===== src/rtl/gpr_regfile.sv =====
// ----------------------------------------------------------------------------
// gpr_regfile
//
// General-purpose register file for the core. Two combinational read ports
// and one synchronous write port, with optional write-to-read bypass and an
// optional hardwired-zero register 0.
//
// The storage array has no reset. After rst_n is released an init sequencer
// clears one register per clock. init_done rises on the edge that clears the
// last register, so it goes high NUM_REGS edges after reset is released.
// Until then every read port returns 0 and every write is dropped.
//
// Ports
//   clk        in   1           system clock, rising edge
//   rst_n      in   1           asynchronous active-low reset
//   wen        in   1           write enable
//   waddr      in   ADDR_WIDTH  write register index
//   wdata      in   DATA_WIDTH  write data
//   raddr0     in   ADDR_WIDTH  read port 0 index
//   rdata0     out  DATA_WIDTH  read port 0 data
//   raddr1     in   ADDR_WIDTH  read port 1 index
//   rdata1     out  DATA_WIDTH  read port 1 data
//   init_done  out  1           all registers cleared, file usable
//
// Init sequencer states
//   state   | meaning
//   --------+-----------------------------------------------------------
//   ST_INIT | clearing register[cnt_q] each edge, writes and reads blocked
//   ST_RUN  | normal operation, held until rst_n is asserted
// ----------------------------------------------------------------------------
module gpr_regfile #(
   parameter int DATA_WIDTH = 32,
   parameter int ADDR_WIDTH = 5,
   parameter int NUM_REGS   = 32,
   parameter int ZERO_REG   = 1,
   parameter int BYPASS     = 1
) (
   input  logic                  clk,
   input  logic                  rst_n,
   input  logic                  wen,
   input  logic [ADDR_WIDTH-1:0] waddr,
   input  logic [DATA_WIDTH-1:0] wdata,
   input  logic [ADDR_WIDTH-1:0] raddr0,
   output logic [DATA_WIDTH-1:0] rdata0,
   input  logic [ADDR_WIDTH-1:0] raddr1,
   output logic [DATA_WIDTH-1:0] rdata1,
   output logic                  init_done
);

   localparam int NUM_RD_PORTS = 2;

   // Index width into the implemented array; also the init counter width,
   // which only has to reach NUM_REGS-1.
   localparam int IDX_W = (NUM_REGS > 1) ? $clog2(NUM_REGS) : 1;

   localparam logic [IDX_W-1:0]    CNT_LAST = IDX_W'(NUM_REGS - 1);
   // One extra bit so NUM_REGS == 2**ADDR_WIDTH still compares correctly.
   localparam logic [ADDR_WIDTH:0] NREGS_W  = (ADDR_WIDTH + 1)'(NUM_REGS);

   typedef enum logic {
      ST_INIT = 1'b0,
      ST_RUN  = 1'b1
   } state_t;

   state_t           state_q, state_d;
   logic [IDX_W-1:0] cnt_q, cnt_d;
   logic             done_q, done_d;

   logic [DATA_WIDTH-1:0] regs [NUM_REGS];

   logic                  run;
   logic                  waddr_ok;
   logic                  wr_ok;

   logic [ADDR_WIDTH-1:0] raddr_v [NUM_RD_PORTS];
   logic [DATA_WIDTH-1:0] rdata_v [NUM_RD_PORTS];

   // -------------------------------------------------------------------------
   // Init sequencer
   // -------------------------------------------------------------------------
   always_ff @(posedge clk or negedge rst_n) begin
      if (!rst_n) begin
         state_q <= ST_INIT;
         cnt_q   <= '0;
         done_q  <= 1'b0;
      end else begin
         state_q <= state_d;
         cnt_q   <= cnt_d;
         done_q  <= done_d;
      end
   end

   always_comb begin
      state_d = state_q;
      cnt_d   = cnt_q;
      done_d  = done_q;
      case (state_q)
         ST_INIT: begin
            if (cnt_q == CNT_LAST) begin
               // Last register is cleared on this edge; counter parks here.
               state_d = ST_RUN;
               done_d  = 1'b1;
            end else begin
               cnt_d = cnt_q + 1'b1;
            end
         end
         ST_RUN: begin
            state_d = ST_RUN;
         end
         default: begin
            state_d = ST_INIT;
            cnt_d   = '0;
            done_d  = 1'b0;
         end
      endcase
   end

   assign run       = (state_q == ST_RUN);
   assign init_done = done_q;

   // -------------------------------------------------------------------------
   // Write qualification
   // -------------------------------------------------------------------------
   assign waddr_ok = ({1'b0, waddr} < NREGS_W) &&
                     !((ZERO_REG != 0) && (waddr == '0));
   assign wr_ok    = run && wen && waddr_ok;

   // -------------------------------------------------------------------------
   // Storage: no reset. The sequencer clears it instead, so the array maps
   // onto plain enable flops or a memory macro.
   // -------------------------------------------------------------------------
   always_ff @(posedge clk) begin
      if (state_q == ST_INIT) begin
         regs[cnt_q] <= '0;
      end else if (wr_ok) begin
         regs[waddr[IDX_W-1:0]] <= wdata;
      end
   end

   // -------------------------------------------------------------------------
   // Read ports
   // -------------------------------------------------------------------------
   assign raddr_v[0] = raddr0;
   assign raddr_v[1] = raddr1;

   always_comb begin
      for (int p = 0; p < NUM_RD_PORTS; p++) begin
         rdata_v[p] = '0;
         // Out-of-range and hardwired-zero addresses fall through to 0. A
         // qualified write can never target them, so the bypass check below
         // needs no extra range term.
         if (done_q && ({1'b0, raddr_v[p]} < NREGS_W) &&
             !((ZERO_REG != 0) && (raddr_v[p] == '0))) begin
            if ((BYPASS != 0) && wr_ok && (waddr == raddr_v[p])) begin
               rdata_v[p] = wdata;
            end else begin
               rdata_v[p] = regs[raddr_v[p][IDX_W-1:0]];
            end
         end
      end
   end

   assign rdata0 = rdata_v[0];
   assign rdata1 = rdata_v[1];

endmodule


===== config.mk =====
export PLATFORM = sky130hd
export DESIGN_NAME = gpr_regfile
export DESIGN_NICKNAME = d
export VERILOG_FILES = /design/src/rtl/gpr_regfile.sv
export SDC_FILE = /design/constraint.sdc
export NUM_CORES = 1
export LEC_CHECK = 0
export BUFFER_PORTS_ARGS = -buffer_cell sky130_fd_sc_hd__buf_2
export CORE_ASPECT_RATIO = 0.75
export CORE_MARGIN = 2
export CORE_UTILIZATION = 40
export DETAILED_ROUTE_END_ITERATION = 10
export GPL_ROUTABILITY_DRIVEN = 0
export HOLD_SLACK_MARGIN = 0.03
export PLACE_DENSITY = 0.58
export SLEW_MARGIN = 20
export SYNTH_ARGS = -nofsm -noshare
export SYNTH_HDL_FRONTEND = slang
export SYNTH_SLANG_ARGS = --single-unit

===== constraint.sdc =====
create_clock -name clk -period 8.11 [get_ports clk]
set_input_delay 0.4055 -clock clk [delete_from_list [all_inputs] [get_ports clk]]
set_output_delay 0.4055 -clock clk [all_outputs]
set_load 0.005 [all_outputs]

# Yosys cells after proc, flatten, opt, wreduce, memory -nomap -nowiden
# Memories as Yosys holds them, arrays and structs flattened.
# Cells that the tools add are included.
# W data, S select, Z words.
dict set report totals {
  ff_bits 7
  ramBits 1024
  inputBits 50
  out_inout_bits 65
  word_cells 38
  n_memories 1
}
# name words word_bits rd rd_clocked_by_memory_dff write_ports line_no
set memory_table {}
lappend memory_table {regs 32 32 2 0 1 69} ;# logic [DATA_WIDTH-1:0] regs [NUM_REGS];
dict set report classes {
  n_addsub 1
  n_eq_ne 3
  muxes 13
  bitwise_logic 2
  reduce_logical 15
}
# cell count
set op_table {}
lappend op_table {{$mux W32} 5}
lappend op_table {{$reduce_or A32 Y1} 1}
lappend op_table {{$logic_not A5 Y1} 3}
lappend op_table {{$eq A5 B5 Y1} 2}
lappend op_table {{$logic_and A1 B1 Y1} 6}
lappend op_table {{$mux W1} 6}
lappend op_table {{$add A5 B1 Y5 const B} 1}
lappend op_table {{$eq A5 B5 Y1 const B} 1}
lappend op_table {{$mux W5} 1}
lappend op_table {{$reduce_and A2 Y1} 2}
lappend op_table {{$logic_not A1 Y1} 3}
lappend op_table {{$not A1 Y1} 2}
lappend op_table {{$pmux W1 S2} 1}

# Longest topological paths before layout
# Gate-level depths: netlist of the first run.
dict set report depth {
  depth_word 8
  ltp_mapped 10
}

# Least setup slack after synthesis of the first run
# OpenSTA, ideal clock, no wires.
dict set report synth_path {
  path_kind {input -> register}
  from {input port waddr[2]}
  to {memory regs[11][0] (enable)}
  arrival_time_ns 3.066
  slack_ns 4.623
  stages 7
  cell_sequence {buf_2 > or4_4 > o21ai_2 > mux2i_1 > or2_1 > clkbuf_1 > nor2_1}
}
dict set report synth_between {
  elab_chain_len 8
  word_cells_on_any_way 9
  classes_between {mux (5); reduce/logical (4)}
}
# element line_no
set synth_lines {}
lappend synth_lines {{from (decl)} 41} ;# input logic [ADDR_WIDTH-1:0] waddr,
lappend synth_lines {{$logic_not A5 Y1} 125} ;# !((ZERO_REG != 0) && (waddr == '0));
lappend synth_lines {{$logic_not A1 Y1} 125}
lappend synth_lines {{$logic_and A1 B1 Y1} 126} ;# assign wr_ok = run && wen && waddr_ok;
lappend synth_lines {{$mux W1} 135} ;# end else if (wr_ok) begin
lappend synth_lines {{$mux W1} 133} ;# if (state_q == ST_INIT) begin
lappend synth_lines {{$mux W1 (not written as such)} 136} ;# regs[waddr[IDX_W-1:0]] <= wdata;
lappend synth_lines {{$reduce_or A32 Y1 (no source line)} --}
lappend synth_lines {{$mux W5 (no source line) or $mux W1 (tied branches)} --}
lappend synth_lines {{to (decl)} 69}
# Several ways; a longest one is shown, not always the timed one.

# Final worst setup path of the first run
dict set report layout_path {
  from {register state_q (netlist: run)}
  to {output port rdata0[16]}
}
dict set report layout_between {
  elab_chain_len 5
}
# element line_no
set layout_lines {}
lappend layout_lines {{from (decl)} 65} ;# state_t state_q, state_d;
lappend layout_lines {{from (signal assigned)} 87} ;# state_q <= state_d;
lappend layout_lines {{$logic_and A1 B1 Y1 (2 in a row)} 126}
lappend layout_lines {{$logic_and A1 B1 Y1} 154} ;# if ((BYPASS != 0) && wr_ok && (waddr == raddr_v[p])) begin
lappend layout_lines {{$mux W32} 154}
lappend layout_lines {{$mux W32} 152} ;# if (done_q && ({1'b0, raddr_v[p]} < NREGS_W) &&
lappend layout_lines {{to (decl)} 44} ;# output logic [DATA_WIDTH-1:0] rdata0,
# No other way between the ends.

==> flow_metrics.tcl, run 1 <==
set metrics [dict create \
    status "completed" \
    tns_ns 0 \
    drtAntennaViolNets 0 \
    syn_area_sq_um 49280 \
    final_util 0.4499 \
    clock_skew_ns 0.02202 \
    ys_seq_area_frac 0.6275 \
    clkPwrFrac 0.405 \
    holdWs_ns 0.06410 \
    grt_max_degree 123 \
    final_cell_mix "edfxtp_1 (1024), mux4_2 (366), mux2i_1 (288)" \
    synthCells 2832 \
    tightest_slew_ns 1.213 \
    path_clk_slew_ns 0.06 \
    hpwl_um 95240 \
    row_count 111 \
    cts.sinks 1031 \
    power_mw 11.72 \
    initial_utilization 0.4032 \
    synth-main-ff-cell "edfxtp_1" \
    clk_latency_ns 0.70 \
    grt_pass1_vias 31020 \
    post-cts-setup-buffer-count 0 \
    drive_above_1_share 0.2764 \
    synth_edf_count 1024 \
    core-area_sq_um 122200 \
    rsz0062_at_grt "no" \
    power-per-cell-area_nw_per_um2 213.1 \
    clockBufferDepth 3 \
    cp.required_ns 7.70 \
    syn-num-nets 2884 \
    ys_warn_count 0 \
    p_sw_mw 2.788 \
    fin_crit_sh 0.5876 \
    maxCapViolations 0 \
    stdcell_count 4610 \
    vias 31614 \
    cp-start-kind "flop" \
    track_usage 0.2698 \
    hold_path.class "in -> async" \
    grt_pass1_wl_um 239700 \
    io_pins 115 \
    cts_buffers 99 \
    final_common_cell "edfxtp_1" \
    drtIter0Drc 4836 \
    timing.final.max_slew_violations 0 \
    first_pass_iters 9 \
    seq_power_share 0.503 \
    finalHoldViolCount 0 \
    pwr-share-comb 0.093 \
    cts_root_buf "clkbuf_16" \
    fp.dieH_um 308.0 \
    cp-end-kind "primary output" \
    critPathKind "reg -> out" \
    area_growth_pct 11.59 \
    cts_tree "yes" \
    wl_per_cell_um 37.41 \
    syn_area_per_cell_sq_um 17.40 \
    die-area_sq_um 126100 \
    antenna_found_initial 16 \
    switching_share 0.2379 \
    async_flop_share 0.006790 \
    cts.htree.levels 3 \
    p_int_mw 8.931 \
    rr_worst_depth 7 \
    vias_per_cell 6.858 \
    ff2ff_setup_slack_ns 4.17 \
    overflow 0 \
    setup_violations 0 \
    vdd_drop_max_uv 173.3 \
    ys_ff_latch 1031 \
    drcViolationCount 0 \
    cts.repair.resized 0 \
    cp.arrival_ns 4.36 \
    placedCellCount 4430 \
    fin_crit_ns 4.765 \
    nets 2946 \
    fmax_mhz 209.8 \
    leakage_nw 19.18 \
    routed_wl_um 172500 \
    numPortBuffers 114 \
    die-width_um 409.3 \
    maxSlewHeadroom 0.1868 \
    ys_types 55 \
    path_max_fanout 36 \
]
## state kept, by name (all words and copies together), names as in the netlist
name / cells
cnt_q: 5
init_done: 1
regs: 1024
run: 1
## metrics by stage
step / worst slack, ns / area (sq um)
after detailed placement: 3.779 / 51760
after CTS: 3.451 / 54970
after global routing: 3.277 / 54980
final: 3.345 / 54990
after floorplan: 4.623 / 49280
after global placement: 3.677 / 51760
## what timing repair did
item,in CTS,in global routing
hold buffers,1,0
endpoints found under the setup margin,0,0
hold endpoints to repair,7,0
## cells by family (layout without fill, tap and decap cells)
| logic type | after synthesis | in the layout | synth area share |
|---|---|---|---|
| AND/OR/NAND/NOR | 267 | 267 | 0.02554 |
| AO/OA/AOI/OAI | 549 | 549 | 0.07749 |
| other | 0 | 5 | 0 |
| flip-flops | 1031 | 1031 | 0.6275 |
| XOR/XNOR | 13 | 13 | 0.002310 |
| buffers and inverters | 244 | 379 | 0.02440 |
| adder cells (fa/ha/maj) | 2 | 2 | 0.0005077 |
| multiplexers | 726 | 726 | 0.2422 |
## metal layers
layer / GRT usage / wire length [um] / vias up
met1: 0.3932 / 69050 / 16675
met2: 0.3949 / 75150 / 2451
met4: 0.08328 / 5568 / 2
met5: 0 / 17 / -
li1: - / - / 12153
met3: 0.07172 / 22690 / 333
## power by group through the flow
stage	clock (mW)	sequential, mW	combinational [mW]
6_report	4.74	5.89	1.09
5_1_grt	4.97	5.89	1.13
4_1_cts	4.77	5.89	1.06
3_5_place_dp	0	6.01	1.06
3_3_place_gp	0	6.00	1.05
2_1_floorplan	0	6.00	0.640
## path summary, 6_finish.rpt
| check | startpoint | to |
|---|---|---|
| min in group clk | wdata[30] | regs[23][30]$_DFFE_PP_ |
| setup / recovery | run$_DFF_PN0_ | rdata0[16] |
| max in group asynchronous | rst_n | cnt_q[2]$_DFFE_PN0P_ |
| hold / removal | rst_n | init_done$_DFFE_PN0P_ |
| setup reg to reg | run$_DFF_PN0_ | regs[16][7]$_DFFE_PP_ |
| hold reg to reg | cnt_q[3]$_DFFE_PN0P_ | cnt_q[3]$_DFFE_PN0P_ |
## area by class of cell
class                      instances  area (sq um)
fill                           10479         67230
sequential                      1031         30920
multi-input combinational       1557         17490
clock buffer                     118          2591
tap                             1638          2049
timing repair buffer             193          1269
clock inverter                    56         604.3
inverter                          12         46.29
antenna                            5         12.51
## Yosys cell counts, types with 35 or more instances
cell / number / area [sq um]
nor2_1: 68 / 255.2
a221oi_1: 96 / 840.8
a221o_1: 45 / 450.4
mux2i_1: 288 / 2883
buf_2: 61 / 305.3
edfxtp_1: 1024 / 30750
and2_1: 35 / 219.0
a22oi_1: 53 / 397.9
mux4_2: 366 / 8243
o21ai_0: 76 / 380.4
nor3_1: 38 / 190.2
nand2_1: 69 / 259.0
a21oi_1: 126 / 630.6
mux2_2: 66 / 743.2
clkbuf_1: 104 / 390.4
## critical path, stage by stage (launching register included)
cell and delay (ns):
dfrtp_1 0.43, and2_1 0.43, o21a_2 0.22, buf_4 0.57, nand3_2 0.27, nand3_4 0.83
a21oi_1 0.23, a221o_1 0.45, buf_2 0.18
Note: power is estimated with default switching activity, not from simulation.
==> run 2: changes to the inputs <==
==> constraint.sdc (replaced) <==
create_clock -name clk -period 4.58 [get_ports clk]
set_input_delay 0.229 -clock clk [delete_from_list [all_inputs] [get_ports clk]]
set_output_delay 0.229 -clock clk [all_outputs]
set_load 0.005 [all_outputs]
==> run 2 against run 1 <==
Effect of this change:
- total power up 75%
- utilization increased by 0.63 points
- worst setup slack worse by 2.9 ns
- non-clock buffer count grew 56
- critical path depth decreased by 1
- critical path type unchanged
- critical endpoint is now rdata0[18]
- largest power group unchanged
- highest routed layer unchanged
==> flow_metrics.tcl, run 2 (same netlist as run 1, synthesis figures left out) <==
set metrics [dict create \
    status "completed" \
    fmax_mhz 243.0 \
    cp-start-kind "flop" \
    die-area_sq_um 126100 \
    rsz0062_at_grt "no" \
    path_clk_slew_ns 0.06 \
    ff2ff_setup_slack_ns 1.29 \
    leakage_nw 19.54 \
    core-area_sq_um 122200 \
    fin_crit_ns 4.116 \
    vias 31618 \
    cp-end-kind "primary output" \
    timing.final.max_slew_violations 0 \
    area_growth_pct 13.14 \
    n_fill_cell 10442 \
    fin_crit_sh 0.8987 \
    finalHoldViolCount 0 \
    largest_register "regs" \
    maxSlewHeadroom 0.2289 \
    vias_per_cell 6.766 \
    path_max_fanout 39 \
    whs_endpoint "regs[17][20]$_DFFE_PP_" \
    maxCapViolations 0 \
    first_pass_iters 6 \
    wl_per_cell_um 37.14 \
    reg.largest.list "regs: 1024 flops, cnt_q: 5 flops" \
    setup_violations 0 \
    drtAntennaViolNets 0 \
    crit_path_start "run$_DFF_PN0_" \
    track_usage 0.2729 \
    cts.sinks 1031 \
    drive_above_1_share 0.2921 \
    drtIter0Drc 4906 \
    hp-start "wdata[20]" \
    nets 3001 \
    clk_latency_ns 0.71 \
    tns_ns 0 \
    cts.htree.levels 3 \
    final_cell_mix "edfxtp_1 (1024), mux4_2 (366), mux2i_1 (288)" \
    cts_root_buf "clkbuf_16" \
    die-width_um 409.3 \
    drcViolationCount 0 \
    pre_cts_slack_ns 0.9471 \
    routed_wl_um 173600 \
    tightest_slew_ns 1.157 \
    hold_path_depth 2 \
    cts_buffers 98 \
    clock_skew_ns 0.02877 \
    antenna_found_initial 10 \
    overflow 0 \
    post-cts-setup-buffer-count 0 \
    final_common_cell "edfxtp_1" \
    cts_tree "yes" \
    initial_utilization 0.4032 \
    clockBufferDepth 3 \
    critPathKind "reg -> out" \
    fp.dieH_um 308.0 \
    rr_startpoint "run$_DFF_PN0_" \
    hold_path.class "in -> reg" \
    numPortBuffers 114 \
    grt_pass1_vias 31441 \
    cp.arrival_ns 3.89 \
    grt_max_degree 115 \
    row_count 111 \
    rr_worst_depth 7 \
    reg2reg_to "regs[31][9]$_DFFE_PP_" \
    io_pins 115 \
    hpwl_um 104700 \
    grt_pass1_wl_um 242200 \
    largest_reg_flops 1024 \
    power-per-cell-area_nw_per_um2 366.8 \
    vdd_drop_max_uv 288.2 \
    setup_ws_ns 0.4642 \
    cp.required_ns 4.35 \
]
run 2: cell types whose count changed in the layout (fill, tap and decap cells not counted), moves of 7 or more:
| cell | previous run | this run |
|---|---|---|
| clkinv_2 | 15 | 22 |
| and2_1 | 27 | 16 |
| and2_2 | 8 | 19 |
| bufinv_16 | 13 | 5 |
| buf_12 | 4 | 37 |
| buf_4 | 77 | 93 |
run 2: final cells by class:
type,count,area [sq um],area share
Sequential cell,1031,30920,0.5546
Multi-Input combinational cell,1557,17500,0.3139
Clock buffer,122,2649,0.04751
Timing Repair Buffer,249,2170,0.03891
Tap cell,1638,2049,0.03676
Clock inverter,59,402.9,0.007226
Inverter,12,46.29,0.0008303
Antenna cell,5,12.51,0.0002244
run 2: stage by stage:
| step | total power [mW] | instance area (sq um) | instances | hold slack, ns | utilization |
|---|---|---|---|---|---|
| floorplan | 11.76 | 49280 | 2832 | -0.06659 | - |
| global placement | 12.58 | 52530 | 4479 | 0.07353 | 0.4298 |
| detailed placement | 12.61 | 52600 | 4482 | 0.08014 | 0.4304 |
| CTS | 20.48 | 55690 | 4666 | 0.2098 | 0.4556 |
| global route | 20.94 | 55740 | 4668 | 0.1418 | 0.4561 |
| finish | 20.45 | 55760 | 4673 | 0.1529 | 0.4562 |
run 2: what timing repair did:
| item | in CTS | in global routing |
|---|---|---|
| resized for setup | 0 | 1 |
| hold endpoints to repair | 9 | 0 |
| hold buffers | 3 | 0 |
| endpoints found under the setup margin | 0 | 15 |
run 2: worst max-delay path, stage by stage (launching register included):
cell and delay, ns:
dfrtp_1 0.41, and2_1 0.43, o21a_4 0.60, nand3_2 0.24, a311oi_4 0.81, buf_12 0.29
a221o_1 0.21, buf_2 0.13
run 2: power by group:
group / switching, mW / leakage, nW / internal [mW]
Sequential: 0.00972 / 10.7 / 10.4
Clock: 3.63 / 1.49 / 4.37
Combinational: 1.32 / 7.35 / 0.707
Total: 4.96 / 19.5 / 15.5
run 2: worst max path at each step:
| stage | end | cells after the start |
|---|---|---|
| 2_1_floorplan | regs[11][0]$_DFFE_PP_ | 7 |
| 3_3_place_gp | rdata1[3] | 8 |
| 3_5_place_dp | rdata0[10] | 7 |
| 4_1_cts | rdata0[10] | 7 |
| 5_1_grt | rdata0[3] | 7 |
| 6_report | rdata0[18] | 7 |
run 2: layer usage:
metal | vias up | share of wire | track usage
met4 | 8 | 0.028 | 0.07088
met3 | 355 | 0.14 | 0.1037
met5 | - | 0.00029 | 0
met2 | 2291 | 0.42 | 0.3809
met1 | 16715 | 0.41 | 0.3985
li1 | 12249 | - | -
